==> config.mk <==
export PLATFORM = sky130hd
export DESIGN_NAME = multdiv_seq_ctrl_flat
export DESIGN_NICKNAME = d
export VERILOG_FILES = /design/src/rtl/multdiv_seq_ctrl_pkg.sv /design/src/rtl/multdiv_seq_ctrl_if.sv /design/src/rtl/multdiv_seq_ctrl_timeout.sv /design/src/rtl/multdiv_seq_ctrl.sv /design/src/flat_wrapper.sv
export SDC_FILE = /design/constraint.sdc
export NUM_CORES = 1
export LEC_CHECK = 0
export ABC_CLOCK_PERIOD_IN_PS = 2700
export BUFFER_PORTS_ARGS = -buffer_cell sky130_fd_sc_hd__buf_2
export CAP_MARGIN = 10
export CORE_MARGIN = 2
export CORE_UTILIZATION = 48
export DETAILED_ROUTE_END_ITERATION = 12
export PLACE_DENSITY = 0.81
export SKIP_LAST_GASP = 1
export SYNTH_ARGS = -nofsm -noshare
export SYNTH_HDL_FRONTEND = slang
export SYNTH_HIERARCHICAL = 1
export SYNTH_SLANG_ARGS = --single-unit
export TNS_END_PERCENT = 50
==> constraint.sdc <==
create_clock -name clock -period 2.7 [get_ports clock]
set_input_delay 0 -clock clock [delete_from_list [all_inputs] [get_ports clock]]
set_output_delay 0 -clock clock [all_outputs]
set_load 0.01 [all_outputs]
==> src/rtl/multdiv_seq_ctrl_pkg.sv <==
// rtl/multdiv_seq_ctrl_pkg.sv - shared states, decode constants and md-op detect for the multdiv sequencer
package multdiv_seq_ctrl_pkg;

    typedef enum logic [1:0] {
        ST_IDLE  = 2'd0,
        ST_START = 2'd1,
        ST_BUSY  = 2'd2,
        ST_DONE  = 2'd3
    } md_state_e;

    localparam logic [4:0] OPC_RTYPE   = 5'b00000;
    localparam logic [4:0] ALUOP_MUL   = 5'b00110;
    localparam logic [4:0] ALUOP_DIV   = 5'b00111;
    localparam int         RSTATUS_REG = 30;

    function automatic logic is_md_op(input logic valid, input logic [4:0] opcode,
                                      input logic [4:0] alu_op);
        return valid && (opcode == OPC_RTYPE) &&
               ((alu_op == ALUOP_MUL) || (alu_op == ALUOP_DIV));
    endfunction

endpackage

==> src/rtl/multdiv_seq_ctrl_if.sv <==
// rtl/multdiv_seq_ctrl_if.sv - decode, multdiv and write-back signals between core and sequencer
interface multdiv_seq_ctrl_if #(
    parameter int DATA_WIDTH = 32
);
    logic                  inst_valid;
    logic [4:0]            opcode;
    logic [4:0]            alu_op;
    logic                  md_ready;
    logic                  md_exception;
    logic [DATA_WIDTH-1:0] md_result;
    logic                  ctrl_mult;
    logic                  ctrl_div;
    logic                  stall;
    logic                  wb_en;
    logic                  wb_rstatus;
    logic [DATA_WIDTH-1:0] wb_data;

    modport master (
        output inst_valid, opcode, alu_op, md_ready, md_exception, md_result,
        input  ctrl_mult, ctrl_div, stall, wb_en, wb_rstatus, wb_data
    );

    modport slave (
        input  inst_valid, opcode, alu_op, md_ready, md_exception, md_result,
        output ctrl_mult, ctrl_div, stall, wb_en, wb_rstatus, wb_data
    );
endinterface

==> src/rtl/multdiv_seq_ctrl_timeout.sv <==
// rtl/multdiv_seq_ctrl_timeout.sv - saturating busy-cycle counter flagging the last allowed cycle
module multdiv_seq_ctrl_timeout #(
    parameter int TIMEOUT = 40
) (
    input  logic clock,
    input  logic reset,
    input  logic clear,
    input  logic enable,
    output logic hit
);
    localparam int            CW   = (TIMEOUT > 2) ? $clog2(TIMEOUT) : 1;
    localparam logic [CW-1:0] LAST = CW'(TIMEOUT - 1);

    logic [CW-1:0] count;

    assign hit = (count == LAST);

    // Holds at LAST so a late md_ready can never see a wrapped count.
    always_ff @(posedge clock or posedge reset) begin
        if (reset) begin
            count <= '0;
        end else if (clear) begin
            count <= '0;
        end else if (enable && !hit) begin
            count <= count + 1'b1;
        end
    end

endmodule

==> src/rtl/multdiv_seq_ctrl.sv <==
// rtl/multdiv_seq_ctrl.sv - stalls the core around a multicycle mul/div and issues its single write-back
module multdiv_seq_ctrl
    import multdiv_seq_ctrl_pkg::*;
#(
    parameter int DATA_WIDTH   = 32,
    parameter int TIMEOUT      = 40,
    parameter int MUL_EXC_CODE = 4,
    parameter int DIV_EXC_CODE = 5
) (
    input logic            clock,
    input logic            reset,
    multdiv_seq_ctrl_if.slave bus
);
    md_state_e             state;
    logic                  op_is_div;
    logic                  stall_q;
    logic                  ctrl_mult_q;
    logic                  ctrl_div_q;
    logic                  wb_en_q;
    logic                  wb_rstatus_q;
    logic [DATA_WIDTH-1:0] wb_data_q;
    logic                  is_md;
    logic                  to_hit;
    logic [DATA_WIDTH-1:0] exc_word;

    assign is_md    = is_md_op(bus.inst_valid, bus.opcode, bus.alu_op);
    assign exc_word = op_is_div ? DATA_WIDTH'(DIV_EXC_CODE) : DATA_WIDTH'(MUL_EXC_CODE);

    multdiv_seq_ctrl_timeout #(
        .TIMEOUT (TIMEOUT)
    ) u_timeout (
        .clock  (clock),
        .reset  (reset),
        .clear  (state == ST_START),
        .enable (state == ST_BUSY),
        .hit    (to_hit)
    );

    always_ff @(posedge clock or posedge reset) begin
        if (reset) begin
            state        <= ST_IDLE;
            op_is_div    <= 1'b0;
            stall_q      <= 1'b0;
            ctrl_mult_q  <= 1'b0;
            ctrl_div_q   <= 1'b0;
            wb_en_q      <= 1'b0;
            wb_rstatus_q <= 1'b0;
            wb_data_q    <= '0;
        end else begin
            case (state)
                ST_IDLE: begin
                    if (is_md) begin
                        state       <= ST_START;
                        op_is_div   <= bus.alu_op[0];
                        ctrl_mult_q <= ~bus.alu_op[0];
                        ctrl_div_q  <= bus.alu_op[0];
                        stall_q     <= 1'b1;
                    end
                end
                ST_START: begin
                    ctrl_mult_q <= 1'b0;
                    ctrl_div_q  <= 1'b0;
                    state       <= ST_BUSY;
                end
                ST_BUSY: begin
                    // A genuine ready on the final counted cycle beats the timeout.
                    if (bus.md_ready || to_hit) begin
                        state   <= ST_DONE;
                        stall_q <= 1'b0;
                        wb_en_q <= 1'b1;
                        if (bus.md_ready && !bus.md_exception) begin
                            wb_rstatus_q <= 1'b0;
                            wb_data_q    <= bus.md_result;
                        end else begin
                            wb_rstatus_q <= 1'b1;
                            wb_data_q    <= exc_word;
                        end
                    end
                end
                ST_DONE: begin
                    wb_en_q      <= 1'b0;
                    wb_rstatus_q <= 1'b0;
                    wb_data_q    <= '0;
                    state        <= ST_IDLE;
                end
                default: state <= ST_IDLE;
            endcase
        end
    end

    // Detect-cycle stall is combinational so the PC holds on the same cycle the op is seen.
    assign bus.stall      = stall_q | ((state == ST_IDLE) && is_md && !reset);
    assign bus.ctrl_mult  = ctrl_mult_q;
    assign bus.ctrl_div   = ctrl_div_q;
    assign bus.wb_en      = wb_en_q;
    assign bus.wb_rstatus = wb_rstatus_q;
    assign bus.wb_data    = wb_data_q;

endmodule

==> src/flat_wrapper.sv <==
// flat-port wrapper written by rule: the top's interface ports become plain ports
module multdiv_seq_ctrl_flat import multdiv_seq_ctrl_pkg::*;
#(
    parameter int DATA_WIDTH   = 32,
    parameter int TIMEOUT      = 40,
    parameter int MUL_EXC_CODE = 4,
    parameter int DIV_EXC_CODE = 5
)
  (clock, reset, bus_inst_valid, bus_opcode, bus_alu_op, bus_md_ready, bus_md_exception, bus_md_result, bus_ctrl_mult, bus_ctrl_div, bus_stall, bus_wb_en, bus_wb_rstatus, bus_wb_data);
  multdiv_seq_ctrl_if #(.DATA_WIDTH(DATA_WIDTH)) bus_i ();
  input logic clock;
  input logic reset;
  input wire logic [$bits(bus_i.inst_valid)-1:0] bus_inst_valid;
  input wire logic [$bits(bus_i.opcode)-1:0] bus_opcode;
  input wire logic [$bits(bus_i.alu_op)-1:0] bus_alu_op;
  input wire logic [$bits(bus_i.md_ready)-1:0] bus_md_ready;
  input wire logic [$bits(bus_i.md_exception)-1:0] bus_md_exception;
  input wire logic [$bits(bus_i.md_result)-1:0] bus_md_result;
  output wire logic [$bits(bus_i.ctrl_mult)-1:0] bus_ctrl_mult;
  output wire logic [$bits(bus_i.ctrl_div)-1:0] bus_ctrl_div;
  output wire logic [$bits(bus_i.stall)-1:0] bus_stall;
  output wire logic [$bits(bus_i.wb_en)-1:0] bus_wb_en;
  output wire logic [$bits(bus_i.wb_rstatus)-1:0] bus_wb_rstatus;
  output wire logic [$bits(bus_i.wb_data)-1:0] bus_wb_data;
  assign bus_i.inst_valid = bus_inst_valid;
  assign bus_i.opcode = bus_opcode;
  assign bus_i.alu_op = bus_alu_op;
  assign bus_i.md_ready = bus_md_ready;
  assign bus_i.md_exception = bus_md_exception;
  assign bus_i.md_result = bus_md_result;
  assign bus_ctrl_mult = bus_i.ctrl_mult;
  assign bus_ctrl_div = bus_i.ctrl_div;
  assign bus_stall = bus_i.stall;
  assign bus_wb_en = bus_i.wb_en;
  assign bus_wb_rstatus = bus_i.wb_rstatus;
  assign bus_wb_data = bus_i.wb_data;
  multdiv_seq_ctrl #(.DATA_WIDTH(DATA_WIDTH), .TIMEOUT(TIMEOUT), .MUL_EXC_CODE(MUL_EXC_CODE), .DIV_EXC_CODE(DIV_EXC_CODE)) u_core (.clock(clock), .reset(reset), .bus(bus_i));
endmodule
---- After elaboration in Yosys (flattened, before gate mapping) ----
Cells that the tools add are included.
cells by class
  equality and inequality tests ........... 8
  bitwise operators ....................... 2
  add/sub/neg operators ................... 1
  reduce and logical (&&, ||, !) cells .... 22
  mux-type cells .......................... 21
operator list
  kind                                                   count
  2-to-1 mux 32 bit                                      2
  case mux 32 bit (2 select lines)                       1
  2-to-1 mux 6 bit                                       2
  == test 5 x 3 -> 1 bit, second input constant          2
  case mux 1 bit (2 select lines)                        5
  2-to-1 mux 1 bit                                       8
  case mux 2 bit (4 select lines)                        1
  AND reduction 2 bit                                    4
  nonzero test 2 bit                                     4
  adder 6 x 1 -> 6 bit, second input constant            1
  == test 6 bit, second input constant                   1
  logical AND 1 bit                                      6
  zero test 5 bit                                        1
  == test 2 bit, second input constant                   2
  2-to-1 mux 2 bit                                       2
  inequality test 2 x 1 -> 1 bit, second input constant  2
  zero test 1 bit                                        3
  AND reduction 3 bit                                    1
  == test 2 x 1 -> 1 bit, second input constant          1
  zero test 2 bit                                        1
  logical OR 1 bit                                       2
  NOT 1 bit                                              1
  bitwise OR 1 bit                                       1
word-level totals
  register bits ........................... 46
  output and inout bits ................... 37

---- Longest topological paths before layout ----
Gate-level depths: netlist of run 1.
  depth in word-level cells ............... 6
  depth in mapped cells ................... 8

---- Cells and area by module ----
Netlist of run 1, hierarchy kept.
modules (own cells, without submodules)
  module                    cells each  times used  area an instance (µm²)
  multdiv_seq_ctrl          135         1           1,747.9
  multdiv_seq_ctrl_timeout  41          1           361.6

---- Worst setup path after synthesis of run 1 ----
No wires, ideal clock.
  path type ............................... register to register
  start ................................... register u_core.u_timeout.count[4]
  end ..................................... register u_core.wb_data_q[10], in the netlist u_core/bus.wb_data[10]
  setup slack ............................. 0.810 ns
  setup time .............................. 0.121 ns
  clock period less this slack ............ 1.890 ns
  stages on the path, launching flop included .. 8
  arrival time ............................ 1.769 ns
  data required time ...................... 2.579 ns
  path through ............................ dfrtp_1 -> or3b_4 -> nor2_1 -> nor3b_4 -> or2_1 -> buf_4 -> buf_6 -> a22o_1
between the ends
  word-level cells in the longest chain between the ends .. 4
ends and longest elaborated chain
  item                                             line                            source
  start, declared                                  multdiv_seq_ctrl_timeout.sv:14  logic [CW-1:0] count;
  start signal, assigned                           multdiv_seq_ctrl_timeout.sv:25  count <= count + 1'b1;
  == test 6 bit                                    multdiv_seq_ctrl_timeout.sv:16  assign hit = (count == LAST);
  via u_core.to_hit                                multdiv_seq_ctrl.sv:23          logic to_hit;
  logical OR 1 bit                                 multdiv_seq_ctrl.sv:67          if (bus.md_ready || to_hit) begin
  inequality test 2 x 1 -> 1 bit (no source line)  --
  AND reduction 2 bit (no source line)             --
  end signal, assigned                             multdiv_seq_ctrl.sv:73          wb_data_q <= bus.md_result;
  end signal, assigned                             multdiv_seq_ctrl.sv:76          wb_data_q <= exc_word;
  end, declared                                    multdiv_seq_ctrl.sv:21          logic [DATA_WIDTH-1:0] wb_data_q;
The timed path passes the listed nets, and every way through them passes these cells.
A chain may end at the register's enable or synchronous reset.

---- Final worst setup path of run 1 ----
  start ................................... register u_core.u_timeout.count[0]
  end ..................................... register u_core.wb_data_q[11], in the netlist u_core/bus.wb_data[11]
The elaborated chain is that of the path after synthesis.

==> flow_summary.json, run 1 <==
{
  "arrival_ns": 2.36,
  "finalHoldViolCount": 0,
  "fmax_mhz": 470,
  "hpwl_um": 3410,
  "path_cells": "ha_1, nand2_1, nor2_1, nor3b_4, or2_1, buf_4, a22o_1",
  "drive_gt1_share_pct": 34.7,
  "synthTopCellsByArea": "dfrtp_1, a22o_1, ha_1, o21ai_0, buf_6",
  "p_int_mw": 0.936,
  "clock_sinks": 46,
  "cts_tree": "yes",
  "overflow": 0,
  "gr-usage-met2_pct": 41.6,
  "io_pins": 84,
  "finalSetupViolCount": 0,
  "rsz0062_at_grt": "false",
  "final_util_pct": 69.1,
  "reg2reg_depth": 7,
  "cts.clk_slew.worst_paths_ns": 0.09,
  "cts_buffers": 5,
  "r2r_end": "u_core/bus.wb_data[11]$_DFFE_PP0P_",
  "synth_cell_types": 43,
  "ys.flop_type": "dfrtp_1",
  "synthToLayoutAreaGrowth_pct": 40.6,
  "yosys_warnings": 6,
  "yosysTopAreaCellShare_pct": 54.6,
  "clock_latency_ns": 0.30,
  "post_cts_buffers": 0,
  "switchingPower_mw": 0.271,
  "n_antenna_cell": 0,
  "dr.pass1.iters": 4,
  "cts-root-buf": "clkbuf_8",
  "worst_slew_pin_slew_ns": 0.489,
  "grt_usage_pct": 22.6,
  "syn_area_per_cell_um2": 12.0,
  "crit_path_max_fanout": 31,
  "yosysSeqAreaShare_pct": 54.6,
  "slew_viol_final": 0,
  "whs_ns": 0.0242,
  "maxSlewHeadroom_pct": 67.1,
  "synth_nets": 229,
  "rr_startpoint": "u_core/u_timeout/count[0]$_DFFE_PP0P_",
  "grt_pass1_vias": 1953,
  "synthCells": 176,
  "synth_largest_area_cell": "dfrtp_1",
  "start_util_pct": 49.1,
  "hp-class": "in2reg",
  "antenna_found_initial": 0,
  "cts_resized": 0,
  "grt.busiest_layer": "met2",
  "startpoint_type": "flip-flop",
  "power_density_nw_per_um2": 407,
  "finalSetupTns_ns": 0,
  "critPathKind": "reg2reg",
  "dieArea_um2": 4940,
  "grt_pass1_wl_um": 8790,
  "cts_buffer_depth": 2,
  "grt_max_degree": 41,
  "row_count": 24,
  "fin_crit_sh_pct": 78.8,
  "required_ns": 2.93,
  "die_w_um": 70.3,
  "fin_nets": 346,
  "pwr-share-clk_pct": 34.0,
  "use_met3_pct": 3.90,
  "hp-start": "bus_alu_op[4]",
  "swShare_pct": 22.5,
  "netlist_area_um2": 2110,
  "min_period_ns": 2.13,
  "peakVddDrop_uv": 171,
  "worstSetupEndpointType": "flip-flop",
  "maxCapViolations": 0,
  "status": "finished clean",
  "vias_per_cell": 5.49,
  "h-tree-depth": 2,
  "place.gp.congestion": 0.830,
  "min_path_cells": 4,
  "ant_nets": 0,
  "ys_ff_latch": 46,
  "power_frac_comb_pct": 8.7,
  "wl_per_cell_um": 15.8,
  "drc": 0,
  "r2r_slack_ns": 0.57,
  "fin_skew_ns": 0.00702,
  "hold_path_end": "u_core/stall_q$_DFFE_PP0P_",
  "die_y_um": 70.3,
  "dr_total_vias": 1898,
  "synth_edf_count": 0,
  "met1_usage_pct": 25.4,
  "wl_um": 5460,
  "leakagePower_nw": 1.55,
  "coreArea_um2": 4290,
  "finalPower_mw": 1.21,
  "synthArstFlopShare_pct": 100,
  "critPathSlowestCell": "dfrtp_1",
  "port-buffer-count": 83,
  "drt_iter0_markers": 109,
  "cpPeakStageDelay_ns": 0.43,
  "seqPwrFrac_pct": 57.3
}
[kinds of logic (layout without fill, tap and decap cells)]
| family | after synthesis | after routing | synth area share [%] |
|---|---|---|---|
| AO/OA/AOI/OAI | 52 | 52 | 19.1 |
| XOR/XNOR | 1 | 1 | 0.415 |
| adder cells (fa/ha/maj) | 6 | 6 | 3.56 |
| buffers and inverters | 15 | 133 | 3.97 |
| flip-flops | 46 | 46 | 54.6 |
| multiplexers | 5 | 5 | 2.49 |
| AND/OR/NAND/NOR | 51 | 51 | 15.9 |
[registers in the layout (all words and copies together), names as in the netlist]
| register | flops |
|---|---|
| u_core/op_is_div | 1 |
| u_core/bus.wb_data | 32 |
| u_core/stall_q | 1 |
| u_core/bus.wb_rstatus | 1 |
| u_core/bus.ctrl_div | 1 |
| u_core/bus.ctrl_mult | 1 |
| u_core/u_timeout/count | 6 |
| u_core/state | 2 |
| u_core/bus.wb_en | 1 |
[how the worst max path moves through the flow]
stage | start | end | slack (ns) | depth (start not counted)
5_1_grt | u_core/u_timeout/count[0]$_DFFE_PP0P_ | u_core/bus.wb_data[17]$_DFFE_PP0P_ | 0.43 | 7
6_report | u_core/u_timeout/count[0]$_DFFE_PP0P_ | u_core/bus.wb_data[11]$_DFFE_PP0P_ | 0.57 | 7
3_5_place_dp | u_core/u_timeout/count[0]$_DFFE_PP0P_ | u_core/bus.wb_data[18]$_DFFE_PP0P_ | 0.64 | 7
4_1_cts | u_core/u_timeout/count[0]$_DFFE_PP0P_ | u_core/bus.wb_data[18]$_DFFE_PP0P_ | 0.62 | 7
3_3_place_gp | u_core/u_timeout/count[4]$_DFFE_PP0P_ | u_core/bus.wb_data[18]$_DFFE_PP0P_ | 0.69 | 6
2_1_floorplan | u_core/u_timeout/count[4]$_DFFE_PP0P_ | u_core/bus.wb_data[10]$_DFFE_PP0P_ | 0.81 | 7
[Yosys cell counts (4+ instances only)]
cell type and instances:
a21oi_1 4, inv_1 6, nor2_1 6, o21ai_0 8, nand4_1 5, nand3_1 6
dfrtp_1 46, a22o_1 30, nor2b_1 5, ha_1 6, nand2_1 5
[final cells by class]
type | instances | area, um^2
tap | 52 | 65.1
timing repair buffer | 119 | 766
fill | 325 | 1330
clock buffer | 6 | 72.6
sequential | 46 | 1150
inverter | 6 | 22.5
multi-input combinational | 115 | 875
clock inverter | 2 | 13.8
[per-stage QoR]
stage / cell area, um^2 / setup slack, ns / std cells
after floorplan: 2110 / 0.810 / 176
after global placement: 2560 / 0.691 / 306
after detailed placement: 2560 / 0.642 / 306
after CTS: 2970 / 0.623 / 346
after global routing: 2970 / 0.427 / 346
final: 2970 / 0.573 / 346
[critical path, delay by kind of cell (launching register included)]
family          cells  cell delay (ns)
flops               1             0.43
simple gates        4             0.81
buf+inv             1             0.33
compound gates      1             0.22
fa+ha+maj           1             0.27
[power groups by stage]
stage | combinational (mW) | clock, mW | sequential (mW)
finish | 0.105 | 0.410 | 0.691
global placement | 0.0665 | 0 | 0.705
global route | 0.116 | 0.447 | 0.692
detailed placement | 0.0678 | 0 | 0.705
floorplan | 0.0221 | 0 | 0.706
CTS | 0.104 | 0.414 | 0.691
[cell usage in the layout (no fill, tap or decap), types with 2 or more instances in the layout]
cell	synthesis	layout
buf_2	1	83
dfrtp_1	46	46
dlygate4sd3_1	0	32
a22o_1	30	30
o21ai_0	8	8
nor2_1	6	6
nand3_1	6	6
inv_1	6	6
ha_1	6	6
clkbuf_8	0	5
nand2_1	5	5
nor2b_1	5	5
nand4_1	5	5
a21oi_1	4	4
buf_4	1	4
nand2b_1	3	3
mux2i_1	3	3
nor3b_1	3	3
o31ai_1	2	2
nor4_1	2	2
a221oi_1	2	2
mux2_2	2	2
nor3_1	2	2
or4b_1	2	2
a31oi_1	2	2
[timing repair]
item / CTS / global route
endpoints found under the hold margin: 79 / 0
hold buffers: 32 / 0
endpoints found under the setup margin: 0 / 0
[metal layers]
metal	wire [um]	part of all wire (%)
met1	2120	39
met2	2910	53
met3	310	5.7
met4	128	2.3
met5	0	0
Power figures use the tool's default switching activity.
==> run 2, diff against run 1 <==
--- a/config.mk
+++ b/config.mk
@@ -5,13 +5,13 @@
 export SDC_FILE = /design/constraint.sdc
 export NUM_CORES = 1
 export LEC_CHECK = 0
-export ABC_CLOCK_PERIOD_IN_PS = 2700
+export ABC_CLOCK_PERIOD_IN_PS = 1700
 export BUFFER_PORTS_ARGS = -buffer_cell sky130_fd_sc_hd__buf_2
 export CAP_MARGIN = 10
 export CORE_MARGIN = 2
-export CORE_UTILIZATION = 48
+export CORE_UTILIZATION = 43
 export DETAILED_ROUTE_END_ITERATION = 12
-export PLACE_DENSITY = 0.81
+export PLACE_DENSITY = 0.77
 export SKIP_LAST_GASP = 1
 export SYNTH_ARGS = -nofsm -noshare
 export SYNTH_HDL_FRONTEND = slang
==> constraint.sdc (replaced) <==
create_clock -name clock -period 1.7 [get_ports clock]
set_input_delay 0 -clock clock [delete_from_list [all_inputs] [get_ports clock]]
set_output_delay 0 -clock clock [all_outputs]
set_load 0.01 [all_outputs]
==> run 2 against run 1 <==
Against the previous run: the flow now finishes with violations (negative setup slack); clock power up 65%; critical path depth down 1; worst hold slack worse by 0.0072 ns; die area up 11%; first-iteration DRC count down 30%; via count up 2.9%; register-to-register slack worse by 0.59 ns; setup slack worse by 0.59 ns; routed wire length up 0.57%.
==> flow_summary.json, run 2 (synthesis results as in run 1) <==
{
  "startpoint_type": "flip-flop",
  "dr.pass1.iters": 4,
  "required_ns": 1.89,
  "io_pins": 84,
  "maxSlewHeadroom_pct": 66.5,
  "h-tree-depth": 2,
  "antenna_found_initial": 0,
  "clock_latency_ns": 0.30,
  "critPathSlowestCell": "or3b_4",
  "worst-path-buf-inv": 1,
  "wl_um": 5500,
  "failed_checks": "negative setup slack",
  "dpl-instance-area_um2": 2710,
  "fin_crit_sh_pct": 101,
  "grt_pass1_vias": 1740,
  "cts_buffer_depth": 2,
  "die_w_um": 74.0,
  "startpoint": "u_core/u_timeout/count[3]$_DFFE_PP0P_",
  "dieArea_um2": 5480,
  "cts_buffers": 5,
  "coreArea_um2": 4720,
  "largest_reg_flops": 32,
  "place.gp.congestion": 0.812,
  "vias_per_cell": 5.19,
  "overflow": 0,
  "grt_pass1_wl_um": 8140,
  "hp-start": "bus_alu_op[4]",
  "ant_nets": 0,
  "peakVddDrop_uv": 395,
  "grt_max_degree": 41,
  "critical_path.top_delay_family": "simple AND/OR/NAND/NOR gates",
  "grt_usage_pct": 19.6,
  "leakagePower_nw": 1.64,
  "drc": 0,
  "arrival_ns": 1.90,
  "finalHoldViolCount": 0,
  "row_count": 25,
  "port-buffer-count": 83,
  "finalWorstSetupSlack_ns": -0.0135,
  "hpwl_um": 3450,
  "mostFrequentLayoutCells": "buf_2, dfrtp_1, dlygate4sd3_1, a22o_1, buf_4",
  "fin_nets": 361,
  "critPathKind": "reg2reg",
  "synthToLayoutAreaGrowth_pct": 50.2,
  "finalSetupViolCount": 13,
  "cpPeakStageDelay_ns": 0.42,
  "fin_skew_ns": 0.00556,
  "die_y_um": 74.0,
  "n_antenna_cell": 0,
  "nFillCells": 360,
  "hp-class": "in2reg",
  "cts.clk_slew.worst_paths_ns": 0.09,
  "min_period_ns": 1.71,
  "fin_area_um2": 3170,
  "drive_gt1_share_pct": 40.1,
  "fmax_mhz": 584,
  "slew_viol_final": 0,
  "rsz0062_at_grt": "true",
  "cts_tree": "yes",
  "maxCapViolations": 0,
  "worstSetupEndpointType": "flip-flop",
  "path_cells": "or3b_4, nor2_4, nor3b_4, or2_4, clkbuf_16, a22o_1",
  "pre_cts_ws_ns": -0.0619,
  "power_density_nw_per_um2": 612,
  "wl_per_cell_um": 14.6,
  "cts-root-buf": "clkbuf_8",
  "dr_total_vias": 1953,
  "clock_sinks": 46,
  "worst_slew_pin_slew_ns": 0.502,
  "drt_iter0_markers": 76,
  "status": "finished, violations left",
  "rr_startpoint": "u_core/u_timeout/count[3]$_DFFE_PP0P_",
  "final_common_cell": "buf_2",
  "start_util_pct": 44.7,
  "crit_path_max_fanout": 14
}
## run 2: changes by cell type in the layout (fill, tap and decap cells not counted), sizes merged
cell | previous run | this run
buf | 87 | 101
clkinvlp | 0 | 2
clkinv | 2 | 0
inv | 6 | 7
## run 2: final cells by class
type	count	area, um^2	area share (%)
inverter	6	22.5	0.711
clock buffer	5	68.8	2.17
clock inverter	3	23.8	0.750
sequential	46	1150	36.3
tap	67	83.8	2.65
timing repair buffer	134	921	29.1
multi-input combinational	115	898	28.3
## run 2: per-layer routing
metal / wire, um / global-route usage [%]
met5: 0 / 0
met3: 339 / 4.47
met4: 89 / 7.27
met1: 2310 / 24.2
met2: 2760 / 33.6
## run 2: worst paths after layout
path	endpoint	slack, ns	cells past startpoint
max	u_core/bus.wb_data[20]$_DFFE_PP0P_	-0.01	6
min	u_core/stall_q$_DFFE_PP0P_	0.02	4
max reg2reg	u_core/bus.wb_data[20]$_DFFE_PP0P_	-0.01	6
min reg2reg	u_core/bus.wb_data[15]$_DFFE_PP0P_	0.51	1
max in group asynchronous	u_core/bus.wb_data[10]$_DFFE_PP0P_	0.96	4
min in group asynchronous	u_core/u_timeout/count[5]$_DFFE_PP0P_	0.19	3
## run 2: through the flow
| step | setup TNS, ns | power [mW] | util [%] | hold slack, ns | instances |
|---|---|---|---|---|---|
| 2_1_floorplan | -3.19 | 1.16 | - | -0.209 | 176 |
| 3_3_place_gp | -0.455 | 1.23 | 57.3 | -0.0493 | 333 |
| 3_5_place_dp | -1.23 | 1.23 | 57.3 | -0.0525 | 333 |
| 4_1_cts | -0.462 | 1.97 | 66.2 | 0.00648 | 374 |
| 5_1_grt | -1.32 | 2.03 | 67.1 | 0.0391 | 376 |
| 6_report | -0.0669 | 1.94 | 67.1 | 0.0170 | 376 |
## run 2: report_power, final
group / internal [mW] / switching [mW]
sequential: 1.10 / 0.00156
combinational: 0.100 / 0.0668
clock: 0.294 / 0.382
total: 1.49 / 0.450
## run 2: worst register-to-register path, stage by stage, from the launching register on
cell and delay, ns:
dfrtp_1 0.38, or3b_4 0.42, nor2_4 0.11, nor3b_4 0.05, or2_4 0.26, clkbuf_16 0.18, a22o_1 0.21
## run 2: what timing repair did
action                                 in CTS  in global routing
gates resized for setup                     1                  2
setup buffers                               1                  1
hold buffers                               32                  0
endpoints found under the hold margin      79                  0
pin swaps                                   1                  2
cloned                                      0                  1
setup endpoints to repair                  33                 39
